`config.mk`:
```
export PLATFORM = sky130hd
export DESIGN_NAME = lfsr_misr_bist
export DESIGN_NICKNAME = d
export VERILOG_FILES = /design/src/rtl/lfsr_misr_bist.sv
export SDC_FILE = /design/constraint.sdc
export NUM_CORES = 1
export LEC_CHECK = 0
export ABC_AREA = 1
export CAP_MARGIN = 25
export CORE_AREA = 5 5 143 145
export CTS_CLUSTER_DIAMETER = 60
export DETAILED_ROUTE_END_ITERATION = 10
export DIE_AREA = 0 0 148 150
export GPL_TIMING_DRIVEN = 0
export PLACE_DENSITY = 0.55
export SLEW_MARGIN = 0
export SYNTH_ARGS = -nofsm -noshare
export SYNTH_HDL_FRONTEND = slang
export SYNTH_SLANG_ARGS = --single-unit
```
`constraint.sdc`:
```
create_clock -name clk -period 2.1 [get_ports clk]
set_input_delay 0.42 -clock clk [delete_from_list [all_inputs] [get_ports clk]]
set_output_delay 0.42 -clock clk [all_outputs]
set_load 0.1 [all_outputs]
```
`src/rtl/lfsr_misr_bist.sv`:
```
// Galois LFSR/MISR BIST engine: pattern generation or response compaction,
// run control by pattern count, and a one-cycle signature compare.
module lfsr_misr_bist #(
  parameter int               WIDTH = 32,
  parameter logic [WIDTH-1:0] POLY  = WIDTH'(32'h0040_0007),
  parameter int               CNT_W = 16
) (
  input  logic             clk,
  input  logic             rst,
  input  logic             start,
  input  logic             abort,
  input  logic [1:0]       mode,
  input  logic             seed_load,
  input  logic [WIDTH-1:0] seed,
  input  logic [WIDTH-1:0] data_in,
  input  logic             data_valid,
  input  logic [CNT_W-1:0] pattern_count,
  input  logic [WIDTH-1:0] golden,
  input  logic [1:0]       weight_sel,
  output logic [WIDTH-1:0] pattern_out,
  output logic [WIDTH-1:0] signature,
  output logic             busy,
  output logic             done,
  output logic             pass
);

  typedef enum logic [1:0] {
    ST_IDLE  = 2'd0,
    ST_RUN   = 2'd1,
    ST_CHECK = 2'd2,
    ST_DONE  = 2'd3
  } state_t;

  state_t           r_state, w_state_next;
  logic [WIDTH-1:0] r_s, w_s_next;
  logic [CNT_W-1:0] r_cnt, w_cnt_next;
  logic [CNT_W-1:0] r_pc, w_pc_next;
  logic             r_misr, w_misr_next;
  logic             r_pass, w_pass_next;

  logic [WIDTH-1:0] w_step_val;
  logic [WIDTH-1:0] w_seed_val;
  logic [CNT_W-1:0] w_cnt_inc;
  logic             w_step_en;
  logic [WIDTH-1:0] w_rot1, w_rot2;

  assign w_step_val = {r_s[WIDTH-2:0], 1'b0}
                    ^ (r_s[WIDTH-1] ? POLY : '0)
                    ^ (r_misr ? data_in : '0);
  // The register must never lock up at zero, so a zero seed becomes 1.
  assign w_seed_val = (seed == '0) ? {{(WIDTH-1){1'b0}}, 1'b1} : seed;
  assign w_cnt_inc  = r_cnt + 1'b1;
  assign w_step_en  = !r_misr || data_valid;

  always_ff @(posedge clk) begin
    if (rst) begin
      r_state <= ST_IDLE;
      r_s     <= {{(WIDTH-1){1'b0}}, 1'b1};
      r_cnt   <= '0;
      r_pc    <= '0;
      r_misr  <= 1'b0;
      r_pass  <= 1'b0;
    end else begin
      r_state <= w_state_next;
      r_s     <= w_s_next;
      r_cnt   <= w_cnt_next;
      r_pc    <= w_pc_next;
      r_misr  <= w_misr_next;
      r_pass  <= w_pass_next;
    end
  end

  always_comb begin
    w_state_next = r_state;
    w_s_next     = r_s;
    w_cnt_next   = r_cnt;
    w_pc_next    = r_pc;
    w_misr_next  = r_misr;
    w_pass_next  = r_pass;
    case (r_state)
      ST_IDLE, ST_DONE: begin
        if (seed_load) begin
          w_s_next     = w_seed_val;
          w_pass_next  = 1'b0;
          w_state_next = ST_IDLE;
        end
        // Start after the seed update so a same-cycle load seeds the run.
        if (start) begin
          w_cnt_next   = '0;
          w_pc_next    = pattern_count;
          w_misr_next  = (mode == 2'b01);
          w_pass_next  = 1'b0;
          w_state_next = (pattern_count == '0) ? ST_CHECK : ST_RUN;
        end
      end
      ST_RUN: begin
        if (abort) begin
          w_state_next = ST_IDLE;
        end else if (w_step_en) begin
          w_s_next   = w_step_val;
          w_cnt_next = w_cnt_inc;
          if (w_cnt_inc == r_pc) begin
            w_state_next = ST_CHECK;
          end
        end
      end
      ST_CHECK: begin
        w_pass_next  = (r_s == golden);
        w_state_next = ST_DONE;
      end
      default: w_state_next = ST_IDLE;
    endcase
  end

  assign w_rot1 = {r_s[WIDTH-2:0], r_s[WIDTH-1]};
  assign w_rot2 = {r_s[WIDTH-3:0], r_s[WIDTH-1:WIDTH-2]};

  always_comb begin
    pattern_out = r_s;
    case (weight_sel)
      2'b00:   pattern_out = r_s;
      2'b01:   pattern_out = r_s & w_rot1;
      2'b10:   pattern_out = ~(r_s & w_rot1);
      default: pattern_out = r_s & w_rot1 & w_rot2;
    endcase
  end

  assign signature = r_s;
  assign busy      = (r_state == ST_RUN) || (r_state == ST_CHECK);
  assign done      = (r_state == ST_DONE);
  assign pass      = r_pass;

endmodule

```
# After elaboration in Yosys (flattened, before gate mapping)
# Index checks and enable logic that the tools add are counted.
# word_totals
regBits	68
input_bits	122
out_inout_bits	67
word_cells	64
# op_classes
addsub	1
eq_ne	15
muxes	22
bitwise_logic	5
n_reduce_logical	15
# op_table
cell	count
32-bit 2-to-1 mux	5
32-bit one-hot mux with 3 select lines	1
32-bit bitwise AND	2
32-bit one-hot mux with 2 select lines	1
16-bit 2-to-1 mux	3
32-bit equality test	1
32-bit zero test	1
32-bit NOT	1
16-bit one-hot mux with 2 select lines	1
32-bit by 23-bit bitwise XOR with 32-bit output	1
32-bit bitwise XOR	1
23-bit 2-to-1 mux	1
16-bit by 1-bit adder with 16-bit output, second input constant	1
16-bit equality test	1
16-bit zero test	1
2-bit 2-to-1 mux	6
3-bit != test, second input constant	3
2-bit != test, second input constant	4
4-bit AND reduction	2
2-bit by 1-bit equality test with 1-bit output, second input constant	3
2-bit equality test, second input constant	3
2-bit one-hot mux with 3 select lines	1
2-bit zero test	2
2-bit AND reduction	2
other kinds (7)	10

# Depth between registers and ports, before layout
# depth
word_depth	6
depth_mapped	16
depth_no_buf	16

# Least setup slack after synthesis
# No wires, ideal clock.
# synth_timing
path_type	register to output
startpoint	register r_s[14] (netlist: signature[14])
endpoint	output pattern_out[14]
arrival_time_ns	4.871
required_ns	1.680
setup_slack_ns	-3.191
path_stages_with_launch	4
path_buffers	1
cell_sequence	dfxtp_1 -> clkbuf_1 -> nand2_1 -> o311ai_0
# synth_via
elab_chain_cells	3
elab_cells_between_ends	4
cone_classes	mux (1); bitwise (3)
# synth_rtl
item	line_no	text
start: declaration	35	logic [WIDTH-1:0] r_s, w_s_next;
start signal: assignment	58	r_s <= {{(WIDTH-1){1'b0}}, 1'b1};
start signal: assignment	65	r_s <= w_s_next;
32-bit bitwise AND	122, 123, 124	
32-bit bitwise AND or 32-bit NOT (tied branches)	124, 123	
32-bit one-hot mux with 3 select lines *	120	case (weight_sel)
end: declaration	20	output logic [WIDTH-1:0] pattern_out,
# Every way passes the cells marked *; elsewhere a longest branch is shown, timed or not.

# Worst setup path after layout
# layout_timing
startpoint	register r_s[18] (netlist: signature[18])
endpoint	output signature[18]
# layout_rtl
item	line_no	text
end: declaration	21	output logic [WIDTH-1:0] signature,
# No word-level cell between the ends.

==> results_dict.tcl <==
set metrics [dict create \
    outcome "completed" \
    largest_net_degree_at_the_start_of_global_routing 13 \
    detail_route.first_pass.iterations 6 \
    final_common_cell "nand2_1" \
    first_global_vias 6907 \
    wl_per_cell_um 20.5 \
    hold_end "r_pc[3]$_SDFFE_PP0P_" \
    average_via_count_per_standard_cell 5.35 \
    flow.area_growth_from_synthesis_pct 61.1 \
    buffers_inverters_on_critical_path 1 \
    worst_setup_hold_path_clk_slew_ns 0.07 \
    nFillCells 1972 \
    setup.worst_path.start_class "flip-flop" \
    async_flop_share_pct 0 \
    worst_ep_required_time_ns 1.68 \
    floorplan.initialDensity_pct 28.4 \
    fin_area_um2 8720 \
    setup_viol 0 \
    io_pins 189 \
    syn_avg_cell_area_um2 6.13 \
    grt_overflow_total 0 \
    cpPeakStageDelay_ns 0.92 \
    remaining_design_rule_violation_count 0 \
    crit_type "flip-flop to primary output" \
    number_of_cell_instances_on_the_worst_register_to_register_path 16 \
    final.period_utilization_pct 99.2 \
    htreeDepth 3 \
    clock_skew_ns 0.0103 \
    final_hold_viol_count 0 \
    cts_buffer_depth 2 \
    timing.final.max_slew_violations 0 \
    relSlewSlack_pct 31.0 \
    period_needed_ns 2.08 \
    timing.critical_path.slowest_stage_cell "dlygate4sd2_1" \
    synthDistinctLibCells 48 \
    worstMarginPinSlew_ns 1.04 \
    tritoncts "built" \
    ys_seq_elements 68 \
    power-per-cell-area_nw_per_um2 807 \
    placeableCoreArea_um2 19100 \
    clock_tree.root_cell "clkbuf_16" \
    post_synthesis_sequential_area_ratio_pct 25.1 \
    hp-class "flip-flop to flip-flop" \
    maxClockFrequency_ghz 0.480 \
    die_y_um 150 \
    crit-reg2reg-launch "r_cnt[0]$_SDFFE_PP0P_" \
    power.leakage_uw 0.00356 \
    fin_nets 1227 \
    number_of_buffers_added_on_ports 188 \
    drive_gt1_share_pct 20.4 \
    worst_ep_arrival_time_ns 1.66 \
    maxCapViolations 0 \
    drtAntennaViolNets 0 \
    cts_inserted_buffers 9 \
    post-dp-hpwl_mm 21.4 \
    clock_sink_count 68 \
    dpl-instance-area_um2 8150 \
    design.die.area_um2 22200 \
    die_x_um 148 \
    number_of_antenna_violations_at_the_first_check_in_global_routing 0 \
    critical_path.reg2reg.endpoint "r_state[0]$_SDFFE_PP0P_" \
    post_cts_hold_buffer_count 0 \
    hold_slack_ns 0.476 \
    ys.flop_type "dfxtp_1" \
    synth_enable_flop_cells 0 \
    post_synth_design_cell_area_um2 5420 \
    placement_rows 51 \
    critical_path_capture_point_type "primary output" \
    clk_latency_ns 0.35 \
    cpLargestDelayFamily "buffers and inverters" \
    final_util_pct 45.7 \
    count_of_routing_violations_after_the_opening_detailed_route_iteration 515 \
    worst_hold_path.num_cells 2 \
    grt_pass1_wl_mm 40.9 \
    yosys_warnings 0 \
    vdd_ir_drop_max_uv 555 \
    reg2reg_slack_ns 0.09 \
    unrepaired_setup_endpoints_after_global_routing "true" \
    cp_cell_sequence "dlygate4sd2_1" \
    global_route.usage.total_pct 24.2 \
    diodes_inserted 0 \
    largest_driver_fanout_on_the_critical_path 7 \
    routed_wl_mm 27.5 \
    final_cell_mix "nand2_1 (223), clkdlybuf4s50_1 (119), o21ai_0 (87)" \
    hold_path.startpoint "r_pc[3]$_SDFFE_PP0P_" \
    route.vias.total 7190 \
    gp_congestion 0.915 \
    synth_cells 884 \
    synth_nets 1011 \
]
-- what timing repair did --
action	in CTS	in global routing
resized for setup	297	45
cloned	1	0
pin swaps	7	9
setup buffers	8	10
setup endpoints to repair	114	72
-- per-layer routing --
layer	wire, µm	track usage (%)
met4	1050	10.2
met1	11600	31.3
met3	2030	5.09
met2	12900	39.2
met5	0	0
-- metrics by stage --
step                      std cells  setup slack (ns)  TNS (ns)  power, µW
final                          1343            0.0158         0       7040
after global routing           1343           -0.0583   -0.0972       7330
after CTS                      1335           0.00142         0       6980
after detailed placement       1310             -1.70    -65.62       5440
after global placement         1310             -1.71    -67.04       5450
after floorplan                 884            -0.599     -2.34       4280
-- flip-flops by register name, indices dropped and copies added (netlist names) --
| signal | count |
|---|---|
| r_misr | 1 |
| pass | 1 |
| r_cnt | 16 |
| r_state | 2 |
| signature | 32 |
| r_pc | 16 |
-- area by class of cell --
class	count	area, µm²	share of cell area, %
Buffer	43	284	3.26
Inverter	90	352	4.03
Tap cell	238	298	3.41
Timing Repair Buffer	207	2000	22.9
Clock buffer	11	243	2.78
Multi-Input combinational cell	681	4030	46.2
Clock inverter	5	32.5	0.373
Sequential cell	68	1480	17.0
-- cells in the mapped netlist (5+ instances only) --
master	instances	area, µm²
nand3_1	85	425
a221oi_1	5	43.8
a22oi_1	5	37.5
nand3b_1	7	52.6
o21ai_0	106	531
a21oi_1	45	225
nand2_1	238	893
nand4_1	10	62.6
clkbuf_1	38	143
nor2_4	7	78.8
o211ai_1	16	120
xor2_1	13	114
ha_1	5	62.6
nand2_2	7	43.8
o22ai_1	12	75.1
nor2_1	40	150
a31oi_1	29	181
dfxtp_1	68	1360
inv_1	86	323
nor4_1	12	75.1
-- power breakdown --
group	total, µW	internal [µW]	switching (µW)
logic	3780	1040	2730
clock network	1510	838	675
registers	1750	1480	266
-- logic make-up (layout without fill, tap and decap cells) --
kind of cell,Yosys count,count (layout),synth area share [%]
adders and majority gates,5,5,1.16
buffers and inverters,135,356,9.52
DFF,68,68,25.1
and+or+nand+nor,420,420,34.9
xor gates and xnor gates,18,18,3.70
AOI/OAI and AO/OA,238,238,25.6
-- worst max-delay path by stage --
stage / cells past startpoint / to / from
after floorplan: 5 / pattern_out[17] / weight_sel[1]
after global placement: 7 / pattern_out[14] / weight_sel[1]
after detailed placement: 7 / pattern_out[14] / weight_sel[1]
after CTS: 1 / signature[19] / signature[19]$_SDFFE_PP0P_
after global routing: 16 / r_state[0]$_SDFFE_PP0P_ / r_cnt[0]$_SDFFE_PP0P_
final: 1 / signature[18] / signature[18]$_SDFFE_PP0P_
No activity file was read; power rests on OpenSTA's default activity.
